<file path="src/rtl/cpu_pipe_pkg.sv">
// Shared types and helpers for the P6 inter-stage pipeline registers.
`default_nettype none

package cpu_pipe_pkg;

    localparam int PIPE_DATA_W = 32;
    localparam int PIPE_REG_AW = 5;
    localparam int PIPE_TNEW_W = 2;

    localparam logic [31:0] NOP_INSTR = 32'h0;

    typedef struct packed {
        logic [PIPE_DATA_W-1:0] pc;
        logic [PIPE_DATA_W-1:0] instr;
        logic [PIPE_REG_AW-1:0] a3;
        logic [PIPE_DATA_W-1:0] wd;
        logic [PIPE_TNEW_W-1:0] tnew;
    } pipe_payload_t;

    localparam pipe_payload_t PIPE_BUBBLE = '0;

    // Tnew fields up to 8 bits wide are supported; the result never wraps below zero.
    function automatic logic [7:0] tnew_dec(input logic [7:0] t);
        return (t == 8'd0) ? 8'd0 : t - 8'd1;
    endfunction

endpackage

`default_nettype wire

</file>
<file path="src/rtl/pipe_skid_slot.sv">
// One valid+payload holding register; payload reads as zero whenever the slot is empty.
`default_nettype none

module pipe_skid_slot #(
    parameter int WIDTH = 8
) (
    input  logic             clk,
    input  logic             reset,
    input  logic             clr_i,
    input  logic             ld_i,
    input  logic [WIDTH-1:0] data_i,
    output logic             valid_o,
    output logic [WIDTH-1:0] data_o
);

    logic             valid_q, valid_d;
    logic [WIDTH-1:0] data_q,  data_d;

    always_comb begin
        valid_d = valid_q;
        data_d  = data_q;
        if (clr_i) begin
            valid_d = 1'b0;
            data_d  = '0;
        end else if (ld_i) begin
            valid_d = 1'b1;
            data_d  = data_i;
        end
    end

    always_ff @(posedge clk) begin
        if (reset) begin
            valid_q <= 1'b0;
            data_q  <= '0;
        end else begin
            valid_q <= valid_d;
            data_q  <= data_d;
        end
    end

    assign valid_o = valid_q;
    assign data_o  = data_q;

endmodule

`default_nettype wire

</file>
<file path="src/rtl/pipe_stage_skid_reg.sv">
// Inter-stage pipeline register with 2-slot skid buffer, flush and Tnew decrement.
// Optional PIPE_STAGE_STAT_EN adds saturating stall/bubble cycle counters.
`default_nettype none

module pipe_stage_skid_reg
    import cpu_pipe_pkg::*;
#(
    parameter int DATA_W = 32,
    parameter int REG_AW = 5,
    parameter int TNEW_W = 2
) (
    input  logic              clk,
    input  logic              reset,
    input  logic              flush,
    input  logic              in_valid,
    output logic              in_ready,
    input  logic [DATA_W-1:0] in_pc,
    input  logic [DATA_W-1:0] in_instr,
    input  logic [REG_AW-1:0] in_a3,
    input  logic [DATA_W-1:0] in_wd,
    input  logic [TNEW_W-1:0] in_tnew,
    output logic              out_valid,
    input  logic              out_ready,
    output logic [DATA_W-1:0] out_pc,
    output logic [DATA_W-1:0] out_instr,
    output logic [REG_AW-1:0] out_a3,
    output logic [DATA_W-1:0] out_wd,
    output logic [TNEW_W-1:0] out_tnew
`ifdef PIPE_STAGE_STAT_EN
    ,
    output logic [31:0]       stall_cnt,
    output logic [31:0]       bubble_cnt
`endif
);

    localparam int PW = 3*DATA_W + REG_AW + TNEW_W;

    localparam logic [1:0] ST_EMPTY = 2'b00;
    localparam logic [1:0] ST_BUSY  = 2'b10;
    localparam logic [1:0] ST_FULL  = 2'b11;

    logic          w_main_v, w_skid_v;
    logic [PW-1:0] w_main_data, w_skid_data;
    logic [PW-1:0] w_in_payload, w_main_din;
    logic [TNEW_W-1:0] w_tnew_dec;
    logic          w_accept, w_drain;
    logic          w_main_ld, w_main_clr, w_skid_ld, w_skid_clr;
    logic [1:0]    w_state;

    assign w_tnew_dec   = TNEW_W'(tnew_dec(8'(in_tnew)));
    assign w_in_payload = {in_pc, in_instr, in_a3, in_wd, w_tnew_dec};

    assign in_ready = ~w_skid_v;
    assign w_accept = in_valid & in_ready;
    assign w_drain  = w_main_v & out_ready;
    assign w_state  = {w_main_v, w_skid_v};

    always_comb begin
        w_main_ld  = 1'b0;
        w_main_clr = 1'b0;
        w_skid_ld  = 1'b0;
        w_skid_clr = 1'b0;
        w_main_din = w_in_payload;
        if (flush) begin
            // Upstream entry offered alongside the flush is dropped.
            w_main_clr = 1'b1;
            w_skid_clr = 1'b1;
        end else begin
            case (w_state)
                ST_EMPTY: w_main_ld = w_accept;
                ST_BUSY: begin
                    if (w_accept && w_drain) begin
                        w_main_ld = 1'b1;
                    end else if (w_accept) begin
                        w_skid_ld = 1'b1;
                    end else if (w_drain) begin
                        w_main_clr = 1'b1;
                    end
                end
                ST_FULL: begin
                    if (w_drain) begin
                        w_main_ld  = 1'b1;
                        w_main_din = w_skid_data;
                        w_skid_clr = 1'b1;
                    end
                end
                default: ;
            endcase
        end
    end

    pipe_skid_slot #(.WIDTH(PW)) u_main (
        .clk     (clk),
        .reset   (reset),
        .clr_i   (w_main_clr),
        .ld_i    (w_main_ld),
        .data_i  (w_main_din),
        .valid_o (w_main_v),
        .data_o  (w_main_data)
    );

    pipe_skid_slot #(.WIDTH(PW)) u_skid (
        .clk     (clk),
        .reset   (reset),
        .clr_i   (w_skid_clr),
        .ld_i    (w_skid_ld),
        .data_i  (w_in_payload),
        .valid_o (w_skid_v),
        .data_o  (w_skid_data)
    );

    logic [DATA_W-1:0] w_main_instr;

    // Empty slots hold an all-zero payload, so the bubble rule falls out of the slot.
    assign {out_pc, w_main_instr, out_a3, out_wd, out_tnew} = w_main_data;
    assign out_instr = w_main_v ? w_main_instr : DATA_W'(NOP_INSTR);
    assign out_valid = w_main_v;

`ifdef PIPE_STAGE_STAT_EN
    logic [31:0] stall_cnt_q, stall_cnt_d;
    logic [31:0] bubble_cnt_q, bubble_cnt_d;

    always_comb begin
        stall_cnt_d  = stall_cnt_q;
        bubble_cnt_d = bubble_cnt_q;
        if (out_valid && !out_ready && stall_cnt_q != 32'hFFFF_FFFF) begin
            stall_cnt_d = stall_cnt_q + 32'd1;
        end
        if (!out_valid && bubble_cnt_q != 32'hFFFF_FFFF) begin
            bubble_cnt_d = bubble_cnt_q + 32'd1;
        end
    end

    always_ff @(posedge clk) begin
        if (reset) begin
            stall_cnt_q  <= 32'd0;
            bubble_cnt_q <= 32'd0;
        end else begin
            stall_cnt_q  <= stall_cnt_d;
            bubble_cnt_q <= bubble_cnt_d;
        end
    end

    assign stall_cnt  = stall_cnt_q;
    assign bubble_cnt = bubble_cnt_q;
`endif

endmodule

`default_nettype wire
</file>
<file path="config.mk">
export PLATFORM = sky130hd
export DESIGN_NAME = pipe_stage_skid_reg
export DESIGN_NICKNAME = d
export VERILOG_FILES = /design/src/rtl/cpu_pipe_pkg.sv /design/src/rtl/pipe_skid_slot.sv /design/src/rtl/pipe_stage_skid_reg.sv
export SDC_FILE = /design/constraint.sdc
export NUM_CORES = 1
export LEC_CHECK = 0
export CORE_ASPECT_RATIO = 0.7
export CORE_UTILIZATION = 45
export CTS_BUF_LIST = sky130_fd_sc_hd__clkbuf_8
export DETAILED_ROUTE_END_ITERATION = 10
export GPL_TIMING_DRIVEN = 0
export PLACE_DENSITY = 0.74
export SLEW_MARGIN = 20
export SYNTH_ARGS = -nofsm -noshare
export SYNTH_HDL_FRONTEND = slang
export SYNTH_HIERARCHICAL = 1
export SYNTH_SLANG_ARGS = --single-unit
</file>
<file path="constraint.sdc">
create_clock -name clk -period 4.3 [get_ports clk]
set_input_delay 1.29 -clock clk [delete_from_list [all_inputs] [get_ports clk]]
set_output_delay 1.29 -clock clk [all_outputs]
set_load 0.005 [all_outputs]
</file>
==> flow_summary.toml <==
[power_and_ir_drop]
p_leak_uw = 0.004811
power.density_nw_per_um2 = 335.8
vdd_ir_drop_max_mv = 0.2012

[timing]
finalSetupViolations = 0
drv_slew = 0
final.setup.tns_ns = 0
worst_slack_ns = 0.8158
hold_viol_final = 0
fin_skew_ns = 0.01703
worstMarginPinSlew_ns = 0.5483
slew_headroom_pct = 63.45
final.period_utilization_pct = 81.03
rsz0062_at_grt = "no"
fin_crit_ns = 3.484
fmax_ghz = 0.2870

[final_layout]
final_layout_size_suffix_gt1_share_pct = 19.03
num_antenna_cells = 0
final_area_um2 = 12460
final_nets = 1192
syn2layout_area_growth_pct = 34.57
final_core_util_pct = 62.41
mostFrequentLayoutCells = "212 x nor2_1, 212 x clkdlybuf4s50_1, 208 x dfxtp_1"

[clocking]
hold_buffers = 0
cts_htree_levels = 2
worstSkewPairLatency_ns = 0.50
numCtsBuffers = 34
cts-root-buf = "clkbuf_8"
cts_resized = 0
clkSinkCount = 208
cts_tree = "built"
clk_path_buf_depth = 3
path_clk_slew_ns = 0.06
cts_setup_buffers = 0

[yosys]
synth_area_per_cell_um2 = 11.07
synth_cell_types = 16
ys_warn_count = 6
synthesis.area_um2 = 9258
ys_ff_latch = 208
synth_nets = 944
syn-instance-count = 836
synth-seq-area-share_pct = 44.98

[run]
drv_cap = 0

[critical_path]
startpoint = "u_main/valid_o"
arrival_ns = 2.19
cp-start-kind = "register"
reg2reg_from = "u_main/valid_o"
cpPeakStageDelay_ns = 0.50
worstPathMaxFanout = 10
cp-end-kind = "output pin"
path_cells = "buf_2, clkbuf_1, and2_1, clkdlybuf4s50_1"
crit_type = "register to output pin"
slowest_stage = "clkdlybuf4s50_1"
crit_required_ns = 3.01

[placement]
gp_congestion = 0.7284
port_buffers = 212
dp_hpwl_mm = 14.96
placed_area_um2 = 11720
dpl_worst_slack_ns = 1.031

[global_route]
grt_pass1_wl_mm = 33.91
grt_antenna_before_repair = 0
track_usage_pct = 20.27
first_global_vias = 6394
grt_remaining_overflow = 0
grt_max_degree = 11

[floorplan]
design.die.area_um2 = 21160
start_util_pct = 46.38
ios = 213
die_h_um = 122.0
chipWidth_um = 173.4
core_um2 = 19960
rows = 43

[drt]
wl_mm = 21.53
final_antenna_net_count = 0
vias = 6573
route.detailed.drc = 0
firstDrtPassIters = 4
via_per_inst = 4.766
avgRoutedWirePerCell_um = 15.61
drtIter0Drc = 293

[status]
status = "finished, final reports clean"

[hold_path]
holdCritStartpoint = "u_main/valid_o"
min_path_type = "register to register"
[sequential cells by signal, indices dropped and copies added (netlist names)]
name	flops
u_skid/data_o	103
u_skid/valid_o	1
u_main/valid_o	1
u_main/data_o	103
[kinds of logic (layout without fill, tap and decap cells)]
kind of cell / after synthesis / after routing / synth area share, %
flip-flops: 208 / 208 / 44.98
AND/OR/NAND/NOR: 251 / 251 / 11.33
AO/OA/AOI/OAI: 3 / 3 / 0.2839
multiplexers: 309 / 309 / 37.64
buffers and inverters: 65 / 338 / 5.771
[worst max-delay path: cells and delay by family, from the launching register on]
family	cells	cell delay, ns
buffers and inverters	3	1.14
and+or+nand+nor	1	0.21
DFF	1	0.35
[final timing paths]
path | endpoint | slack, ns | depth (start not counted)
max reg2reg | u_main/data_o[89] | 2.04 | 8
max | out_instr[24] | 0.82 | 4
min reg2reg | u_main/valid_o | 0.48 | 2
min | u_main/valid_o | 0.48 | 2
[layout make-up]
| class | count | area, um2 |
|---|---|---|
| flip-flops and latches | 208 | 4164 |
| well taps | 270 | 337.8 |
| fillers | 1632 | 7502 |
| clock inverters | 13 | 80.08 |
| inverters | 2 | 7.507 |
| multi-input cells | 563 | 4559 |
| plain buffers | 63 | 526.8 |
| clock buffers | 48 | 660.6 |
| repair buffers | 212 | 2122 |
[cell usage after synthesis (all sizes together)]
cell type,count,area [um2]
nor2,212,795.8
dfxtp,208,4164
mux2i,206,2062
mux2,103,1423
buf,52,485.5
and2,33,206.5
clkbuf,11,41.29
a31o,2,17.52
inv,2,7.510
nor2b,2,12.51
or2,2,12.51
a2111oi,1,8.760
and3,1,6.260
nand4b,1,15.01
[power breakdown]
| group | switching, uW | internal [uW] |
|---|---|---|
| combinational | 155 | 242 |
| clock | 772 | 1050 |
| sequential | 13.3 | 1950 |
[metrics by stage]
step           total power [uW]  cells  hold slack [ns]
2_1_floorplan              2211    836           0.4522
5_1_grt                    4366   1379           0.5082
6_report                   4183   1379           0.4836
3_3_place_gp               2399   1318           0.4645
4_1_cts                    4244   1379           0.4859
3_5_place_dp               2403   1318           0.4754
[per-layer routing]
metal | vias to the layer above | track usage (%) | share of wire, %
met5 | - | 0 | 0
met4 | 0 | 4.757 | 0.99
met3 | 24 | 5.868 | 6.7
met2 | 171 | 29.87 | 41
met1 | 3056 | 28.98 | 51
li1 | 3322 | - | -
(Power assumes the default switching activity.)
